## config.mk

```make
export PLATFORM = sky130hd
export DESIGN_NAME = i2c_slave_target
export DESIGN_NICKNAME = d
export VERILOG_FILES = /design/src/rtl/i2c_slave_target.sv
export SDC_FILE = /design/constraint.sdc
export NUM_CORES = 1
export LEC_CHECK = 0
export CAP_MARGIN = 20
export CORE_UTILIZATION = 64
export DETAILED_ROUTE_END_ITERATION = 12
export DONT_BUFFER_PORTS = 1
export GPL_ROUTABILITY_DRIVEN = 0
export PLACE_DENSITY_LB_ADDON = 0.3
export SYNTH_ARGS = -nofsm -noshare
export SYNTH_HDL_FRONTEND = slang
export SYNTH_SLANG_ARGS = --single-unit
```

## constraint.sdc

```tcl
create_clock -name i2c_core_clock_i -period 3.51 [get_ports i2c_core_clock_i]
set_input_delay 0.702 -clock i2c_core_clock_i [delete_from_list [all_inputs] [get_ports i2c_core_clock_i]]
set_output_delay 0.702 -clock i2c_core_clock_i [all_outputs]
set_load 0.005 [all_outputs]
```

## src/rtl/i2c_slave_target.sv

```systemverilog
// I2C target with a single 7-bit address and a small byte register file.
// A pointer byte follows the write address; data bytes then stream into or
// out of the file with an auto-incrementing, wrapping pointer. SDA is
// open-drain (sda_oe_o pulls it low); SCL is never driven.
module i2c_slave_target #(
    parameter logic [6:0] SLAVE_ADDR = 7'h50,
    parameter int         DEPTH      = 16,
    parameter int         PTR_W      = 4
) (
    input  logic             i2c_core_clock_i,
    input  logic             core_reset_i,
    input  logic             scl_i,
    input  logic             sda_i,
    output logic             sda_oe_o,
    output logic             busy_o,
    output logic             wr_strobe_o,
    output logic [PTR_W-1:0] wr_addr_o,
    output logic [7:0]       wr_data_o,
    input  logic [PTR_W-1:0] reg_addr_i,
    output logic [7:0]       reg_rdata_o
);

    typedef enum logic [3:0] {
        S_IDLE,
        S_ADDR,
        S_ADDR_ACK,
        S_PTR,
        S_PTR_ACK,
        S_WDATA,
        S_WDATA_ACK,
        S_RDATA,
        S_RDATA_ACK,
        S_WAIT_STOP
    } state_t;

    // Synchronizer stages: p0/p1 resynchronize, p2 holds the previous p1.
    logic scl_p0_q, scl_p1_q, scl_p2_q;
    logic sda_p0_q, sda_p1_q, sda_p2_q;

    state_t             state_q;
    logic               sda_oe_q;
    logic               busy_q;
    logic               wr_strobe_q;
    logic [PTR_W-1:0]   wr_addr_q;
    logic [7:0]         wr_data_q;
    logic [PTR_W-1:0]   ptr_q;
    logic [2:0]         bit_cnt_q;
    logic [7:0]         shift_q;
    logic               rw_q;
    logic               ack_drv_q;
    logic [7:0]         mem_q [DEPTH];

    logic               scl_rise;
    logic               scl_fall;
    logic               start_det;
    logic               stop_det;
    logic               last_bit;
    logic [7:0]         byte_d;
    logic [PTR_W-1:0]   ptr_inc_d;
    logic [2:0]         bit_cnt_d;

    // Bring the asynchronous bus levels into the core clock domain.
    always_ff @(posedge i2c_core_clock_i) begin
        scl_p0_q <= scl_i;
        scl_p1_q <= scl_p0_q;
        scl_p2_q <= scl_p1_q;
        sda_p0_q <= sda_i;
        sda_p1_q <= sda_p0_q;
        sda_p2_q <= sda_p1_q;
    end

    // Bus events decoded from the synchronized levels. START/STOP require SCL
    // to be stable high across both samples so an SDA change that lands with
    // an SCL edge is never mistaken for a bus condition.
    assign scl_rise  =  scl_p1_q & ~scl_p2_q;
    assign scl_fall  = ~scl_p1_q &  scl_p2_q;
    assign start_det =  scl_p1_q &  scl_p2_q &  sda_p2_q & ~sda_p1_q;
    assign stop_det  =  scl_p1_q &  scl_p2_q & ~sda_p2_q &  sda_p1_q;
    assign last_bit  = (bit_cnt_q == 3'd7);
    assign byte_d    = {shift_q[6:0], sda_p1_q};
    assign ptr_inc_d = ptr_q + PTR_W'(1);
    assign bit_cnt_d = bit_cnt_q + 3'd1;

    // Protocol state machine, register file and all registered outputs.
    always_ff @(posedge i2c_core_clock_i) begin
        if (core_reset_i) begin
            state_q     <= S_IDLE;
            sda_oe_q    <= 1'b0;
            busy_q      <= 1'b0;
            wr_strobe_q <= 1'b0;
            wr_addr_q   <= '0;
            wr_data_q   <= '0;
            ptr_q       <= '0;
            bit_cnt_q   <= '0;
            shift_q     <= '0;
            rw_q        <= 1'b0;
            ack_drv_q   <= 1'b0;
            for (int i = 0; i < DEPTH; i++) begin
                mem_q[i] <= '0;
            end
        end else begin
            wr_strobe_q <= 1'b0;
            if (start_det) begin
                state_q   <= S_ADDR;
                bit_cnt_q <= '0;
                sda_oe_q  <= 1'b0;
                busy_q    <= 1'b0;
                ack_drv_q <= 1'b0;
            end else if (stop_det) begin
                state_q   <= S_IDLE;
                sda_oe_q  <= 1'b0;
                busy_q    <= 1'b0;
                ack_drv_q <= 1'b0;
            end else begin
                case (state_q)
                    S_IDLE: begin
                        sda_oe_q <= 1'b0;
                    end

                    S_ADDR: begin
                        if (scl_rise) begin
                            shift_q   <= byte_d;
                            bit_cnt_q <= bit_cnt_d;
                            if (last_bit) begin
                                if (byte_d[7:1] == SLAVE_ADDR) begin
                                    rw_q      <= byte_d[0];
                                    busy_q    <= 1'b1;
                                    ack_drv_q <= 1'b0;
                                    state_q   <= S_ADDR_ACK;
                                end else begin
                                    state_q   <= S_WAIT_STOP;
                                end
                            end
                        end
                    end

                    // The first SCL fall after the 8th bit starts the ACK; the
                    // fall after the 9th pulse ends it and moves on.
                    S_ADDR_ACK, S_PTR_ACK, S_WDATA_ACK: begin
                        if (scl_fall) begin
                            if (!ack_drv_q) begin
                                sda_oe_q  <= 1'b1;
                                ack_drv_q <= 1'b1;
                            end else begin
                                sda_oe_q  <= 1'b0;
                                ack_drv_q <= 1'b0;
                                bit_cnt_q <= '0;
                                if (state_q == S_ADDR_ACK) begin
                                    if (rw_q) begin
                                        shift_q  <= mem_q[ptr_q];
                                        sda_oe_q <= ~mem_q[ptr_q][7];
                                        state_q  <= S_RDATA;
                                    end else begin
                                        state_q  <= S_PTR;
                                    end
                                end else if (state_q == S_PTR_ACK) begin
                                    state_q <= S_WDATA;
                                end else begin
                                    ptr_q   <= ptr_inc_d;
                                    state_q <= S_WDATA;
                                end
                            end
                        end
                    end

                    S_PTR: begin
                        if (scl_rise) begin
                            shift_q   <= byte_d;
                            bit_cnt_q <= bit_cnt_d;
                            if (last_bit) begin
                                ptr_q     <= byte_d[PTR_W-1:0];
                                ack_drv_q <= 1'b0;
                                state_q   <= S_PTR_ACK;
                            end
                        end
                    end

                    S_WDATA: begin
                        if (scl_rise) begin
                            shift_q   <= byte_d;
                            bit_cnt_q <= bit_cnt_d;
                            if (last_bit) begin
                                mem_q[ptr_q] <= byte_d;
                                wr_strobe_q  <= 1'b1;
                                wr_addr_q    <= ptr_q;
                                wr_data_q    <= byte_d;
                                ack_drv_q    <= 1'b0;
                                state_q      <= S_WDATA_ACK;
                            end
                        end
                    end

                    // Bit 7 is already on the bus when this state is entered;
                    // each rise consumes a bit, each following fall presents the next.
                    S_RDATA: begin
                        if (scl_rise) begin
                            shift_q   <= {shift_q[6:0], 1'b0};
                            bit_cnt_q <= bit_cnt_d;
                            if (last_bit) begin
                                state_q <= S_RDATA_ACK;
                            end
                        end else if (scl_fall) begin
                            sda_oe_q <= ~shift_q[7];
                        end
                    end

                    S_RDATA_ACK: begin
                        if (scl_fall) begin
                            sda_oe_q <= 1'b0;
                        end else if (scl_rise) begin
                            bit_cnt_q <= '0;
                            if (!sda_p1_q) begin
                                ptr_q   <= ptr_inc_d;
                                shift_q <= mem_q[ptr_inc_d];
                                state_q <= S_RDATA;
                            end else begin
                                sda_oe_q <= 1'b0;
                                state_q  <= S_WAIT_STOP;
                            end
                        end
                    end

                    S_WAIT_STOP: begin
                        sda_oe_q <= 1'b0;
                    end

                    default: begin
                        sda_oe_q <= 1'b0;
                        state_q  <= S_IDLE;
                    end
                endcase
            end
        end
    end

    assign sda_oe_o    = sda_oe_q;
    assign busy_o      = busy_q;
    assign wr_strobe_o = wr_strobe_q;
    assign wr_addr_o   = wr_addr_q;
    assign wr_data_o   = wr_data_q;
    assign reg_rdata_o = mem_q[reg_addr_i];

endmodule
```

==> results.sh <==
export IMPL_clockRootBuffer="clkbuf_16"
export IMPL_crit_path_end_kind="register"
export IMPL_rsz0062_at_grt="false"
export IMPL_cts_hold_buffers=0
export IMPL_wl_mm=28.6
export IMPL_place_ws_ns=0.493
export IMPL_cts_made_buffers=17
export IMPL_maxCapViolCount=0
export IMPL_die_h_microns=130
export IMPL_io_pin_count=31
export IMPL_finalCritPeriodShare_pct=88.7
export IMPL_seq_area_frac_synth_pct=45.7
export IMPL_cts_setup_buffers=0
export IMPL_fin_nets=795
export IMPL_synthesis_nets=827
export IMPL_min_period_ns=3.11
export IMPL_fin_skew_ns=0.0118
export IMPL_clock_sinks=174
export IMPL_final_setup_viol_count=0
export IMPL_wl_per_cell_microns=28.4
export IMPL_fin_tns_setup_ns=0
export IMPL_core_area_sq_mm=0.0159
export IMPL_finalMaxSlewViolations=0
export IMPL_hold_path_class="in -> reg"
export IMPL_route_vias_total=7421
export IMPL_dr_pass1_iters=6
export IMPL_grt_max_degree=52
export IMPL_postSynthCellCount=810
export IMPL_drcViolationCount=0
export IMPL_peakVddDrop_uv=447
export IMPL_postPlaceCellArea_sq_mm=0.0106
export IMPL_synthesis_area_sq_mm=0.0104
export IMPL_worstPathCellList="xor2_1 -> a2111oi_2 -> buf_4 -> nand3b_1 -> nor3_2 -> or2_2"
export IMPL_avgSynthCellArea_sq_um=12.9
export IMPL_fmax_mhz=321
export IMPL_max_slew_margin_pct=26.0
export IMPL_hold_viol_final=0
export IMPL_vias_per_cell=7.37
export IMPL_ys_warn_count=0
export IMPL_arrival_ns=3.23
export IMPL_final_cells=1007
export IMPL_overflow=0
export IMPL_portBuffers=0
export IMPL_critPathMaxFanout=14
export IMPL_postSynthRegisterBits=174
export IMPL_rows=46
export IMPL_async_reset_ff_share_pct=0
export IMPL_cts_max_level=4
export IMPL_ctsResizeCount=0
export IMPL_grt_pass1_wl_mm=43.6
export IMPL_antenna_found_initial=1
export IMPL_drive_above_1_share_pct=26.2
export IMPL_area_delta_synth_final_pct=7.08
export IMPL_final_setup_worst_slack_ns=0.397
export IMPL_num_antenna_cells=0
export IMPL_dp_cells=975
export IMPL_crit_required_ns=3.62
export IMPL_clk_pin_slew_ns=0.07
export IMPL_final_cell_area_sq_mm=0.0112
export IMPL_power_leakage_nw=3.54
export IMPL_powerDensity_mw_per_mm2=407
export IMPL_finalPower_mw=4.54
export IMPL_start_util_pct=65.6
export IMPL_drt_initial_drc_count=1170
export IMPL_grt_pass1_vias=7127
export IMPL_grt_util_all_layers_pct=36.5
export IMPL_slowest_stage="dfxtp_1"
export IMPL_cts_tree="done"
export IMPL_synth_edf_count=128
export IMPL_synth_flop_cell="edfxtp_1"
export IMPL_hpwl_mm=20.2
export IMPL_worstSkewPairLatency_ns=0.45
export IMPL_final_fill_count=1075
export IMPL_crit_path_start_kind="register"
export IMPL_tightest_slew_ns=1.11
export IMPL_dieArea_sq_mm=0.0168
export IMPL_ant_nets=0
export IMPL_clockBufferDepth=2
export IMPL_synth_cell_types=69
export IMPL_cpPeakStageDelay_ns=0.62
export IMPL_crit_type="reg -> reg"
export IMPL_die_w_microns=130
export IMPL_outcome="complete, no violations"
==> Yosys cell counts, drive strengths merged (3+ instances only) <==
cell type / instances / share of area [%]
ha: 9 / 1.1
or2: 18 / 1.1
mux2: 5 / 0.54
a21oi: 30 / 1.4
mux4: 105 / 23
inv: 21 / 0.76
nor2: 29 / 1.0
nand4: 11 / 0.66
o22ai: 6 / 0.36
and2: 119 / 7.1
nor4: 15 / 1.0
nand2: 33 / 1.2
edfxtp: 128 / 37
or3b: 3 / 0.28
o21ai: 6 / 0.29
o211ai: 3 / 0.22
a2111oi: 7 / 0.65
and3: 6 / 0.36
o21bai: 3 / 0.22
clkbuf: 46 / 1.7
buf: 28 / 1.5
xor2: 3 / 0.25
nand2b: 14 / 0.84
nand3b: 3 / 0.22
nor2b: 4 / 0.24
a311oi: 6 / 0.56
nor3: 30 / 1.8
mux2i: 19 / 1.8
or4: 3 / 0.22
dfxtp: 46 / 8.8
nand3: 6 / 0.29
a211oi: 8 / 0.70
==> power by group <==
group          switching, mW  total [mW]  internal, mW
logic                  0.136       0.298         0.162
clock network          0.919        1.87         0.953
registers             0.0850        2.37          2.28
==> logic make-up (layout without fill, tap and decap cells) <==
family / count (synthesis) / in the layout / synth area share (%)
AO/OA/AOI/OAI: 94 / 94 / 6.57
XOR/XNOR: 4 / 4 / 0.336
adder cells (fa/ha/maj): 9 / 9 / 1.08
buffers and inverters: 95 / 76 / 3.87
flip-flops: 174 / 174 / 45.7
multiplexers: 129 / 129 / 25.1
AND/OR/NAND/NOR: 305 / 305 / 17.3
==> final cells by class <==
type	instances	area [sq um]	area share [%]
flip-flops and latches	174	4770	42.7
well taps	216	270	2.42
repair buffers	23	185	1.66
clock buffers	17	425	3.81
clock inverters	15	169	1.51
multi-input cells	541	5260	47.2
inverters	21	78.8	0.707
==> cells in the final DEF (no fill, tap or decap), types with 4 or more instances in the layout <==
master | netlist | final
o21ai_0 | 5 | 5
clkinv_8 | 0 | 5
nand4_1 | 11 | 11
and3_1 | 6 | 6
o22ai_1 | 6 | 6
dfxtp_1 | 46 | 45
buf_4 | 2 | 22
ha_1 | 9 | 8
inv_1 | 21 | 21
and2_1 | 119 | 119
a311oi_1 | 5 | 5
nor3_2 | 7 | 7
mux4_2 | 105 | 105
mux2i_1 | 19 | 19
a21oi_1 | 30 | 30
mux2_2 | 5 | 5
a211oi_1 | 7 | 7
edfxtp_1 | 128 | 128
nor2b_1 | 4 | 4
nand2b_1 | 14 | 14
nand2_1 | 33 | 33
nand3_1 | 6 | 6
a2111oi_0 | 6 | 6
nor3_1 | 23 | 23
nor4_1 | 13 | 13
nor2_1 | 29 | 29
inv_6 | 0 | 6
or2_2 | 18 | 18
clkbuf_16 | 0 | 17
==> through the flow <==
step | util, % | hold WS, ns
detailed placement | 66.5 | 0.317
CTS | 70.2 | 0.268
floorplan | - | 0.310
finish | 70.2 | 0.280
global placement | 66.5 | 0.315
global route | 70.2 | 0.266
==> worst paths after layout <==
check | start | to | cells past startpoint | slack [ns]
setup / recovery | sda_p1_q | mem_q[1][1] | 6 | 0.40
hold / removal | sda_i | sda_p0_q | 0 | 0.28
setup reg to reg | sda_p1_q | mem_q[1][1] | 6 | 0.40
hold reg to reg | scl_p0_q | scl_p1_q | 0 | 0.33
==> registers in the layout, summed over array words and instances (netlist names), 3 cells and up, named ones only <==
signal and cells:
bit_cnt_q 3, mem_q 128, ptr_q 4, shift_q 8, state_q 4, wr_addr_o 4, wr_data_o 8
==> per-layer routing <==
layer / vias to the layer above / GRT usage (%) / part of all wire (%) / wire length [microns]
met4: 0 / 15.5 / 3.9 / 1120
met3: 103 / 10.9 / 13 / 3650
li1: 3064 / - / - / -
met1: 3637 / 49.0 / 36 / 10400
met2: 617 / 55.7 / 47 / 13400
met5: - / 0 / 0 / 0
==> critical path, delay by kind of cell, from the launching register on <==
| family | cells | cell delay, ns |
|---|---|---|
| and+or+nand+nor | 3 | 1.20 |
| DFF | 1 | 0.62 |
| AOI/OAI and AO/OA | 1 | 0.42 |
| buffers and inverters | 1 | 0.26 |
| xor gates and xnor gates | 1 | 0.25 |
No activity file was read; power rests on OpenSTA's default activity.
